[config.mk]
export PLATFORM = sky130hd
export DESIGN_NAME = uart_rx_ext
export DESIGN_NICKNAME = d
export VERILOG_FILES = /design/src/rtl/uart_pkg.sv /design/src/rtl/uart_rx_sampler.sv /design/src/rtl/uart_rx_ext.sv
export SDC_FILE = /design/constraint.sdc
export NUM_CORES = 1
export LEC_CHECK = 0
export CAP_MARGIN = 20
export CORE_MARGIN = 3
export CORE_UTILIZATION = 30
export CTS_BUF_LIST = sky130_fd_sc_hd__clkbuf_2 sky130_fd_sc_hd__clkbuf_4 sky130_fd_sc_hd__clkbuf_8
export CTS_CLUSTER_SIZE = 25
export DETAILED_ROUTE_END_ITERATION = 10
export GPL_TIMING_DRIVEN = 0
export PLACE_DENSITY = 0.45
export REMOVE_ABC_BUFFERS = 1
export SETUP_SLACK_MARGIN = 0.05
export SLEW_MARGIN = 25
export SYNTH_ARGS = -nofsm -noshare
export SYNTH_HDL_FRONTEND = slang
export SYNTH_SLANG_ARGS = --single-unit
[constraint.sdc]
create_clock -name clk -period 1.9 [get_ports clk]
set_clock_uncertainty 0.05 [all_clocks]
set_input_delay 0.475 -clock clk [delete_from_list [all_inputs] [get_ports clk]]
set_output_delay 0.475 -clock clk [all_outputs]
set_load 0.01 [all_outputs]
[src/rtl/uart_pkg.sv]
// Shared definitions for the extended UART receiver.
//   uart_rx_state_e   : receiver FSM states
//   uart_rx_status_t  : per-word error status carried with the held word
//   uart_rx_cfg_legal : parameter legality check used at elaboration
package uart_pkg;

  typedef enum logic [2:0] {
    IDLE,
    START,
    DATA,
    PARITY,
    STOP,
    BRK_WAIT
  } uart_rx_state_e;

  typedef struct packed {
    logic parity_err;
    logic frame_err;
    logic break_det;
  } uart_rx_status_t;

  localparam int UART_DOUT_W = 8;

  function automatic bit uart_rx_cfg_legal(input int dbit, input int os,
                                           input int par_en, input int par_odd,
                                           input int stop_bits);
    return (dbit >= 5) && (dbit <= 8) &&
           (os >= 8) && (os <= 32) && ((os % 2) == 0) &&
           ((par_en == 0) || (par_en == 1)) &&
           ((par_odd == 0) || (par_odd == 1)) &&
           ((stop_bits == 1) || (stop_bits == 2));
  endfunction

endpackage

[src/rtl/uart_rx_sampler.sv]
// Input conditioning for the UART receiver.
//   clk, reset : clock, asynchronous active-high reset
//   rx         : asynchronous serial line (idle high)
//   s_tick     : oversample strobe; shifts the vote window
//   rx_sync    : rx after a 2-flop synchroniser
//   rx_vote    : majority of the last 3 tick-sampled rx_sync values
module uart_rx_sampler (
  input  logic clk,
  input  logic reset,
  input  logic rx,
  input  logic s_tick,
  output logic rx_sync,
  output logic rx_vote
);

  logic [1:0] sync_q;
  logic [2:0] tap_q;

  always_ff @(posedge clk or posedge reset) begin
    if (reset) begin
      sync_q <= '1;
      tap_q  <= '1;
    end else begin
      sync_q <= {sync_q[0], rx};
      if (s_tick) tap_q <= {tap_q[1:0], sync_q[1]};
    end
  end

  assign rx_sync = sync_q[1];
  assign rx_vote = (tap_q[0] & tap_q[1]) | (tap_q[0] & tap_q[2]) |
                   (tap_q[1] & tap_q[2]);

endmodule

[src/rtl/uart_rx_ext.sv]
// Parametrised UART receiver with majority-vote sampling, optional parity,
// 1/2 stop bits, break/framing/parity/overrun status and a one-entry
// valid/ready holding register.
//   clk, reset  : clock, asynchronous active-high reset
//   rx          : serial input, idle high, LSB first
//   s_tick      : OVERSAMPLE x baud strobe
//   m_ready     : consumer accepts the held word
//   m_valid     : holding register full
//   dout        : held data, zero-extended above DBIT
//   parity_err, frame_err, break_det : status of the held word
//   overrun     : sticky, a completed frame was dropped; cleared by handshake
module uart_rx_ext
  import uart_pkg::*;
#(
  parameter int DBIT       = 8,
  parameter int OVERSAMPLE = 16,
  parameter int PARITY_EN  = 0,
  parameter int PARITY_ODD = 0,
  parameter int STOP_BITS  = 1
) (
  input  logic       clk,
  input  logic       reset,
  input  logic       rx,
  input  logic       s_tick,
  input  logic       m_ready,
  output logic       m_valid,
  output logic [7:0] dout,
  output logic       parity_err,
  output logic       frame_err,
  output logic       break_det,
  output logic       overrun
);

  generate
    if (!uart_rx_cfg_legal(DBIT, OVERSAMPLE, PARITY_EN, PARITY_ODD, STOP_BITS)) begin : g_bad_cfg
      $error("uart_rx_ext: illegal parameter combination");
    end
  endgenerate

  localparam int              TW        = $clog2(OVERSAMPLE);
  localparam logic [TW-1:0]   TICK_MID  = TW'(OVERSAMPLE / 2 - 1);
  localparam logic [TW-1:0]   TICK_LAST = TW'(OVERSAMPLE - 1);
  localparam logic [2:0]      BIT_LAST  = 3'(DBIT - 1);
  localparam logic [2:0]      STOP_LAST = 3'(STOP_BITS - 1);
  localparam logic            ODD       = (PARITY_ODD != 0);

  logic rx_sync, rx_vote;

  uart_rx_sampler u_sampler (
    .clk     (clk),
    .reset   (reset),
    .rx      (rx),
    .s_tick  (s_tick),
    .rx_sync (rx_sync),
    .rx_vote (rx_vote)
  );

  uart_rx_state_e  state_q, state_d;
  logic [TW-1:0]   tick_q, tick_d;
  logic [2:0]      bit_q, bit_d;
  logic [DBIT-1:0] shreg_q, shreg_d;
  logic            perr_q, perr_d;
  logic            ferr_q, ferr_d;
  logic            done;
  logic            frame_now;
  uart_rx_status_t done_status;
  uart_rx_status_t status_q;

  always_ff @(posedge clk or posedge reset) begin
    if (reset) begin
      state_q <= IDLE;
      tick_q  <= '0;
      bit_q   <= '0;
      shreg_q <= '0;
      perr_q  <= 1'b0;
      ferr_q  <= 1'b0;
    end else begin
      state_q <= state_d;
      tick_q  <= tick_d;
      bit_q   <= bit_d;
      shreg_q <= shreg_d;
      perr_q  <= perr_d;
      ferr_q  <= ferr_d;
    end
  end

  always_comb begin
    state_d     = state_q;
    tick_d      = tick_q;
    bit_d       = bit_q;
    shreg_d     = shreg_q;
    perr_d      = perr_q;
    ferr_d      = ferr_q;
    done        = 1'b0;
    frame_now   = 1'b0;
    done_status = '0;
    case (state_q)
      IDLE: begin
        if (!rx_sync) begin
          tick_d  = '0;
          state_d = START;
        end
      end
      START: begin
        if (s_tick) begin
          if (tick_q == TICK_MID) begin
            tick_d = '0;
            if (!rx_vote) begin
              state_d = DATA;
              bit_d   = '0;
              perr_d  = 1'b0;
              ferr_d  = 1'b0;
            end else begin
              state_d = IDLE;
            end
          end else begin
            tick_d = tick_q + TW'(1);
          end
        end
      end
      DATA: begin
        if (s_tick) begin
          if (tick_q == TICK_LAST) begin
            tick_d  = '0;
            shreg_d = {rx_vote, shreg_q[DBIT-1:1]};
            if (bit_q == BIT_LAST) begin
              bit_d   = '0;
              state_d = (PARITY_EN != 0) ? PARITY : STOP;
            end else begin
              bit_d = bit_q + 3'd1;
            end
          end else begin
            tick_d = tick_q + TW'(1);
          end
        end
      end
      PARITY: begin
        if (s_tick) begin
          if (tick_q == TICK_LAST) begin
            tick_d  = '0;
            perr_d  = ((^shreg_q) ^ rx_vote) != ODD;
            bit_d   = '0;
            state_d = STOP;
          end else begin
            tick_d = tick_q + TW'(1);
          end
        end
      end
      STOP: begin
        if (s_tick) begin
          if (tick_q == TICK_LAST) begin
            tick_d    = '0;
            frame_now = ferr_q | ~rx_vote;
            ferr_d    = frame_now;
            if (bit_q == STOP_LAST) begin
              // Completion is mid-stop-bit so a back-to-back start edge is seen.
              done                   = 1'b1;
              bit_d                  = '0;
              done_status.parity_err = perr_q;
              done_status.frame_err  = frame_now;
              done_status.break_det  = frame_now && (shreg_q == '0);
              state_d = done_status.break_det ? BRK_WAIT : IDLE;
            end else begin
              bit_d = bit_q + 3'd1;
            end
          end else begin
            tick_d = tick_q + TW'(1);
          end
        end
      end
      BRK_WAIT: begin
        if (rx_sync) state_d = IDLE;
      end
      default: state_d = IDLE;
    endcase
  end

  // A completion that coincides with a handshake refills the register.
  always_ff @(posedge clk or posedge reset) begin
    if (reset) begin
      m_valid  <= 1'b0;
      dout     <= '0;
      status_q <= '0;
      overrun  <= 1'b0;
    end else if (done) begin
      if (!m_valid || m_ready) begin
        m_valid  <= 1'b1;
        dout     <= UART_DOUT_W'(shreg_q);
        status_q <= done_status;
      end else begin
        overrun <= 1'b1;
      end
    end else if (m_valid && m_ready) begin
      m_valid  <= 1'b0;
      overrun  <= 1'b0;
      status_q <= '0;
    end
  end

  assign parity_err = status_q.parity_err;
  assign frame_err  = status_q.frame_err;
  assign break_det  = status_q.break_det;

endmodule

# Word-level counts from Yosys, hierarchy flattened
# Cells that the tools add are included.
[totals]
inputBits = 5
ff_bits = 38
[classes]
n_reduce_logical = 23
muxes = 58
bitwise_logic = 8
add_sub_neg = 2
eq_ne = 24
[ops]
columns = ["op", "n"]
rows = [
  ["two-way mux 3 bit", 31],
  ["!= test 2 bit, second input constant", 13],
  ["two-way mux 4 bit", 5],
  ["case mux 3 bit (6 select lines)", 1],
  ["two-way mux 1 bit", 16],
  ["case mux 3 bit (4 select lines)", 1],
  ["case mux 4 bit (3 select lines)", 1],
  ["AND reduction 12 bit", 1],
  ["AND reduction 6 bit", 2],
  ["AND reduction 10 bit", 1],
  ["equality test 3 bit, second input constant", 3],
  ["logical NOT 8 bit", 1],
  ["parity 8 bit", 1],
  ["equality test 3 x 2 -> 1 bit, second input constant", 2],
  ["logical NOT 3 bit", 2],
  ["!= test 2 x 1 -> 1 bit, second input constant", 3],
  ["AND reduction 2 bit", 3],
  ["nonzero test 2 bit", 3],
  ["adder 4 x 1 -> 4 bit, second input constant", 1],
  ["equality test 4 x 3 -> 1 bit, second input constant", 1],
  ["equality test 4 bit, second input constant", 1],
  ["case mux 1 bit (2 select lines)", 2],
  ["AND reduction 4 bit", 1],
  ["nonzero test 4 bit", 1],
  ["other kinds (13)", 18],
]

# Logic depth before layout (Yosys ltp)
[depth]
word_depth = 12
mapped_depth = 7
mapped_depth_nobuf = 6

# Hierarchy
# Synthesis repeated with hierarchy kept, for this count alone.
[unflattened]
hier_cells = 191
area_unflattened_um2 = 1960.6
[modules_own_cells]
columns = ["module", "instances", "cells_each", "area_per_inst_um2", "seq_area_each_um2"]
rows = [
  ["uart_rx_ext", 1, 181, 1780.5, 825.8],
  ["uart_rx_sampler", 1, 10, 180.2, 131.4],
]

# Worst setup path after synthesis
# Ideal clock, no wire load.
[synth_timing]
kind = "in2reg"
from = "input s_tick"
to = "register dout[0]"
n_path_buf = 2
cell_stages = 5
t_required_ns = 1.725
arrival_time_ns = 1.636
path_slack_ns = 0.089
setup_time_ns = 0.125
cell_sequence = "buf_2 -> nand3_2 -> nor4_4 -> buf_6 -> mux2_4"
[synth_via]
elab_chain_cells = 3
[synth_lines]
columns = ["item", "line_no", "rtl"]
rows = [
  ["start: declaration", "uart_rx_ext.sv:24", "input logic s_tick,"],
  ["two-way mux 1 bit", "uart_rx_ext.sv:150", "if (s_tick) begin"],
  ["two-way mux 1 bit", "uart_rx_ext.sv:97", "case (state_q)"],
  ["AND reduction 2 bit (no source line)", "-", ""],
  ["end signal: assignment", "uart_rx_ext.sv:188", "dout <= UART_DOUT_W'(shreg_q);"],
  ["end: declaration", "uart_rx_ext.sv:27", "output logic [7:0] dout,"],
]
# No other way between the ends.
# A chain may end at the register's enable or synchronous reset.

# Worst setup path after layout
[layout_timing]
from = "register state_q[1]"
to = "register dout[1]"
[layout_via]
elab_chain_cells = 3
[layout_lines]
columns = ["item", "line_no", "rtl"]
rows = [
  ["start: declaration", "uart_rx_ext.sv:58", "uart_rx_state_e state_q, state_d;"],
  ["start signal: assignment", "uart_rx_ext.sv:78", "state_q <= state_d;"],
  ["equality test 3 bit", "uart_rx_ext.sv:97", ""],
  ["two-way mux 1 bit", "uart_rx_ext.sv:97", ""],
  ["AND reduction 2 bit (no source line)", "-", ""],
]
# No other way between the ends.

==> metrics.csv <==
stage;metric;value;unit
outcome;status;finished clean;
place;gp_routability_congestion;0.798;
place;preCtsSetupSlack;-1.09;ns
setup_path;critPathArrivalTime;1.98;ns
grt;global_route.overflow_total;0;
sta;postLayoutSetupSlackWorst;0.0461;ns
clocking;clock_sink_count;38;
logic_synthesis;yosys.cell_count.top_type;sky130_fd_sc_hd__dfrtp_1;
grt;number_of_antenna_violations_at_the_first_check_in_global_routing;0;
sta;hold_viol_final;0;
logic_synthesis;synth.avg_cell_area;11.0;sq um
setup_path;critPathLaunchType;flop;
sta;slew_headroom;0.781;
logic_synthesis;dominantRegCellSynth;sky130_fd_sc_hd__dfrtp_1;
sta;grt_setup_unrepaired;true;
pwr;p_leak;1.08;nW
drt;vias_per_cell;5.06;
floorplan;die_height;88.3;um
logic_synthesis;synth-async-reset-ratio;1.00;
cells_and_area;fin_nets;232;
sta;setup_total_negative_slack;0;ns
floorplan;die_area;7790;sq um
place;placement.io_buffers;17;
logic_synthesis;yosys_warnings;0;
grt;first_pass_grt_wire_length;7220;um
floorplan;core.rowCount;29;
sta;finalWorstPathRequiredPeriod;1.85;ns
floorplan;dieWidth;88.3;um
flow_run;maximum_capacitance_violations;0;
clocking;ctsRootBufferMaster;sky130_fd_sc_hd__clkbuf_8;
clocking;holdBufCountCts;0;
clocking;clk-insertion-delay-late;0.29;ns
setup_path;critical_path.max_fanout;9;
logic_synthesis;synth.top_cell.area_share;0.407;
sta;fmaxAchievable;539;MHz
cells_and_area;utilization;0.402;
drt;detail_route.wl_per_cell;14.3;um
floorplan;initial_standard_cell_utilization_of_the_core;0.314;
logic_synthesis;dominant_cells_by_area_after_synthesis;sky130_fd_sc_hd__dfrtp_1, sky130_fd_sc_hd__dfstp_2, sky130_fd_sc_hd__mux2_4, sky130_fd_sc_hd__ha_1, sky130_fd_sc_hd__inv_1;
setup_path;timing_worst_setup_path_type;reg2reg;
logic_synthesis;postSynthRegisterBits;38;
pwr;netSwitchingPower;0.818;mW
logic_synthesis;synthCells;185;
sta;drv_slew;0;
sta;setup_viol;0;
clocking;tritoncts.num_buffers;5;
cells_and_area;post_route_cells_drive_above_1_share;0.320;
place;dpl.hpwl;2950;um
drt;post_route_antenna_net_violation_count;0;
cells_and_area;nFillCells;626;
setup_path;required;2.02;ns
clocking;cts.path.max_buffers;2;
setup_path;worst_setup_path_end_kind;flop;
drt;vias;1497;
drt;drt-initial-drc-count;80;
clocking;clk_transition_reported_paths;0.08;ns
logic_synthesis;syn_area;2030;sq um
logic_synthesis;netlist_top_cells_count;sky130_fd_sc_hd__dfrtp_1, sky130_fd_sc_hd__inv_1, sky130_fd_sc_hd__nand2_1;
sta;finalCritPeriodShare;0.976;
pwr;clock_power_share;0.281;
sta;max_slew.worst_pin.slew;0.326;ns
clocking;tritoncts;done;
logic_synthesis;synth_sequential_area_ratio;0.471;
floorplan;ioPinCount;18;
cells_and_area;antenna_cells;0;
grt;number_of_global_route_vias_before_repair;1500;
pwr;p_seq_frac;0.413;
floorplan;core;6460;sq um
drt;firstDrtPassIters;4;
pwr;switching_share;0.323;
pwr;vdd.ir_drop.worst;514;uV
drt;remaining_drc_errors;0;
cells_and_area;area_growth;27.7;%
logic_synthesis;netlist-cell-type-count;48;
logic_synthesis;synth-edff-count;0;
drt;drt-total-wl;4240;um
worst_hold_path;min_path_type;reg2reg;
pwr;internal-power;1.71;mW
grt;grtUsageTotal;0.118;
logic_synthesis;synth_top_area_cell;sky130_fd_sc_hd__dfrtp_1;
pwr;power.combinational.fraction;0.305;
clocking;cts_htree_levels;2;
grt;pin_count_of_the_biggest_net_entering_global_routing;30;
pwr;power_per_cell_area;976;nW/um^2
==> through the flow <==
step	total power, mW	std cells	area, sq um	hold WS [ns]
2_1_floorplan	1.44	176	1970	0.295
3_5_place_dp	1.61	271	2260	0.301
4_1_cts	2.39	288	2490	0.312
3_3_place_gp	1.59	270	2240	0.297
6_report	2.53	296	2590	0.312
5_1_grt	2.69	296	2590	0.316
==> final timing paths <==
kind,end,depth (start not counted),slack (ns),from
min,u_sampler.sync_q[1],0,0.31,u_sampler.sync_q[0]
min reg2reg,u_sampler.sync_q[1],0,0.31,u_sampler.sync_q[0]
max in group asynchronous,u_sampler.tap_q[0],3,0.93,reset
max reg2reg,dout[1],4,0.05,state_q[1]
min in group asynchronous,tick_q[1],2,0.38,reset
max,dout[1],4,0.05,state_q[1]
==> kinds of logic (layout without fill, tap and decap cells) <==
group                    after synthesis  in the layout  synth area share
adder cells (fa/ha/maj)                9              9            0.0548
flip-flops                            38             38             0.471
multiplexers                          14             14            0.0924
AND/OR/NAND/NOR                       51             51             0.154
buffers and inverters                 24             58            0.0561
AO/OA/AOI/OAI                         45             45             0.154
XOR/XNOR                               4              4            0.0173
==> metal layers <==
metal	routed length, um	GRT usage
met5	0	0
met4	28	0.0330
met3	155	0.0279
met2	2010	0.187
met1	2050	0.161
==> layout by cell type (no fill, tap or decap), types with 6 or more instances in the layout <==
master                            instances
sky130_fd_sc_hd__nand2_1                 12
sky130_fd_sc_hd__dfrtp_1                 27
sky130_fd_sc_hd__nor3_1                   6
sky130_fd_sc_hd__clkdlybuf4s50_1         16
sky130_fd_sc_hd__buf_4                   17
sky130_fd_sc_hd__o21ai_1                  9
sky130_fd_sc_hd__inv_1                   14
sky130_fd_sc_hd__clkbuf_8                 6
sky130_fd_sc_hd__dfrtp_2                  6
sky130_fd_sc_hd__ha_1                     6
sky130_fd_sc_hd__mux2_4                   9
==> critical path: stages, from the launching register on <==
cell	delay, ns
sky130_fd_sc_hd__dfrtp_2	0.46
sky130_fd_sc_hd__or3b_4	0.47
sky130_fd_sc_hd__nor4_4	0.28
sky130_fd_sc_hd__buf_12	0.18
sky130_fd_sc_hd__mux2_4	0.30
==> power groups by stage <==
stage,Sequential (mW),Clock [mW],Combinational (mW)
floorplan,1.02,0,0.424
global placement,1.05,0,0.543
detailed placement,1.05,0,0.558
CTS,1.03,0.740,0.617
global route,1.07,0.776,0.847
finish,1.05,0.712,0.773
==> timing repair <==
action                     CTS  global route
pin swaps                    3             4
buffers inserted            10             8
setup endpoints to repair   28            24
gates cloned                 0             0
gates resized for setup     13            10
==> state kept, by name, indices dropped and copies added (netlist names) <==
| name | flops |
|---|---|
| shreg_q | 8 |
| break_det | 1 |
| tick_q | 4 |
| overrun | 1 |
| u_sampler.tap_q | 3 |
| state_q | 3 |
| perr_q | 1 |
| u_sampler.sync_q | 2 |
| bit_q | 3 |
| m_valid | 1 |
| dout | 8 |
| ferr_q | 1 |
| frame_err | 1 |
| parity_err | 1 |
==> layout make-up <==
class                      instances  area, sq um  area share
multi-input combinational        123         1020       0.395
tap                               77         96.3      0.0371
inverter                          15         56.3      0.0217
sequential                        38          965       0.372
timing repair buffer              36          339       0.131
clock buffer                       6         82.6      0.0318
clock inverter                     1         30.0      0.0116
Power figures use the tool's default switching activity.
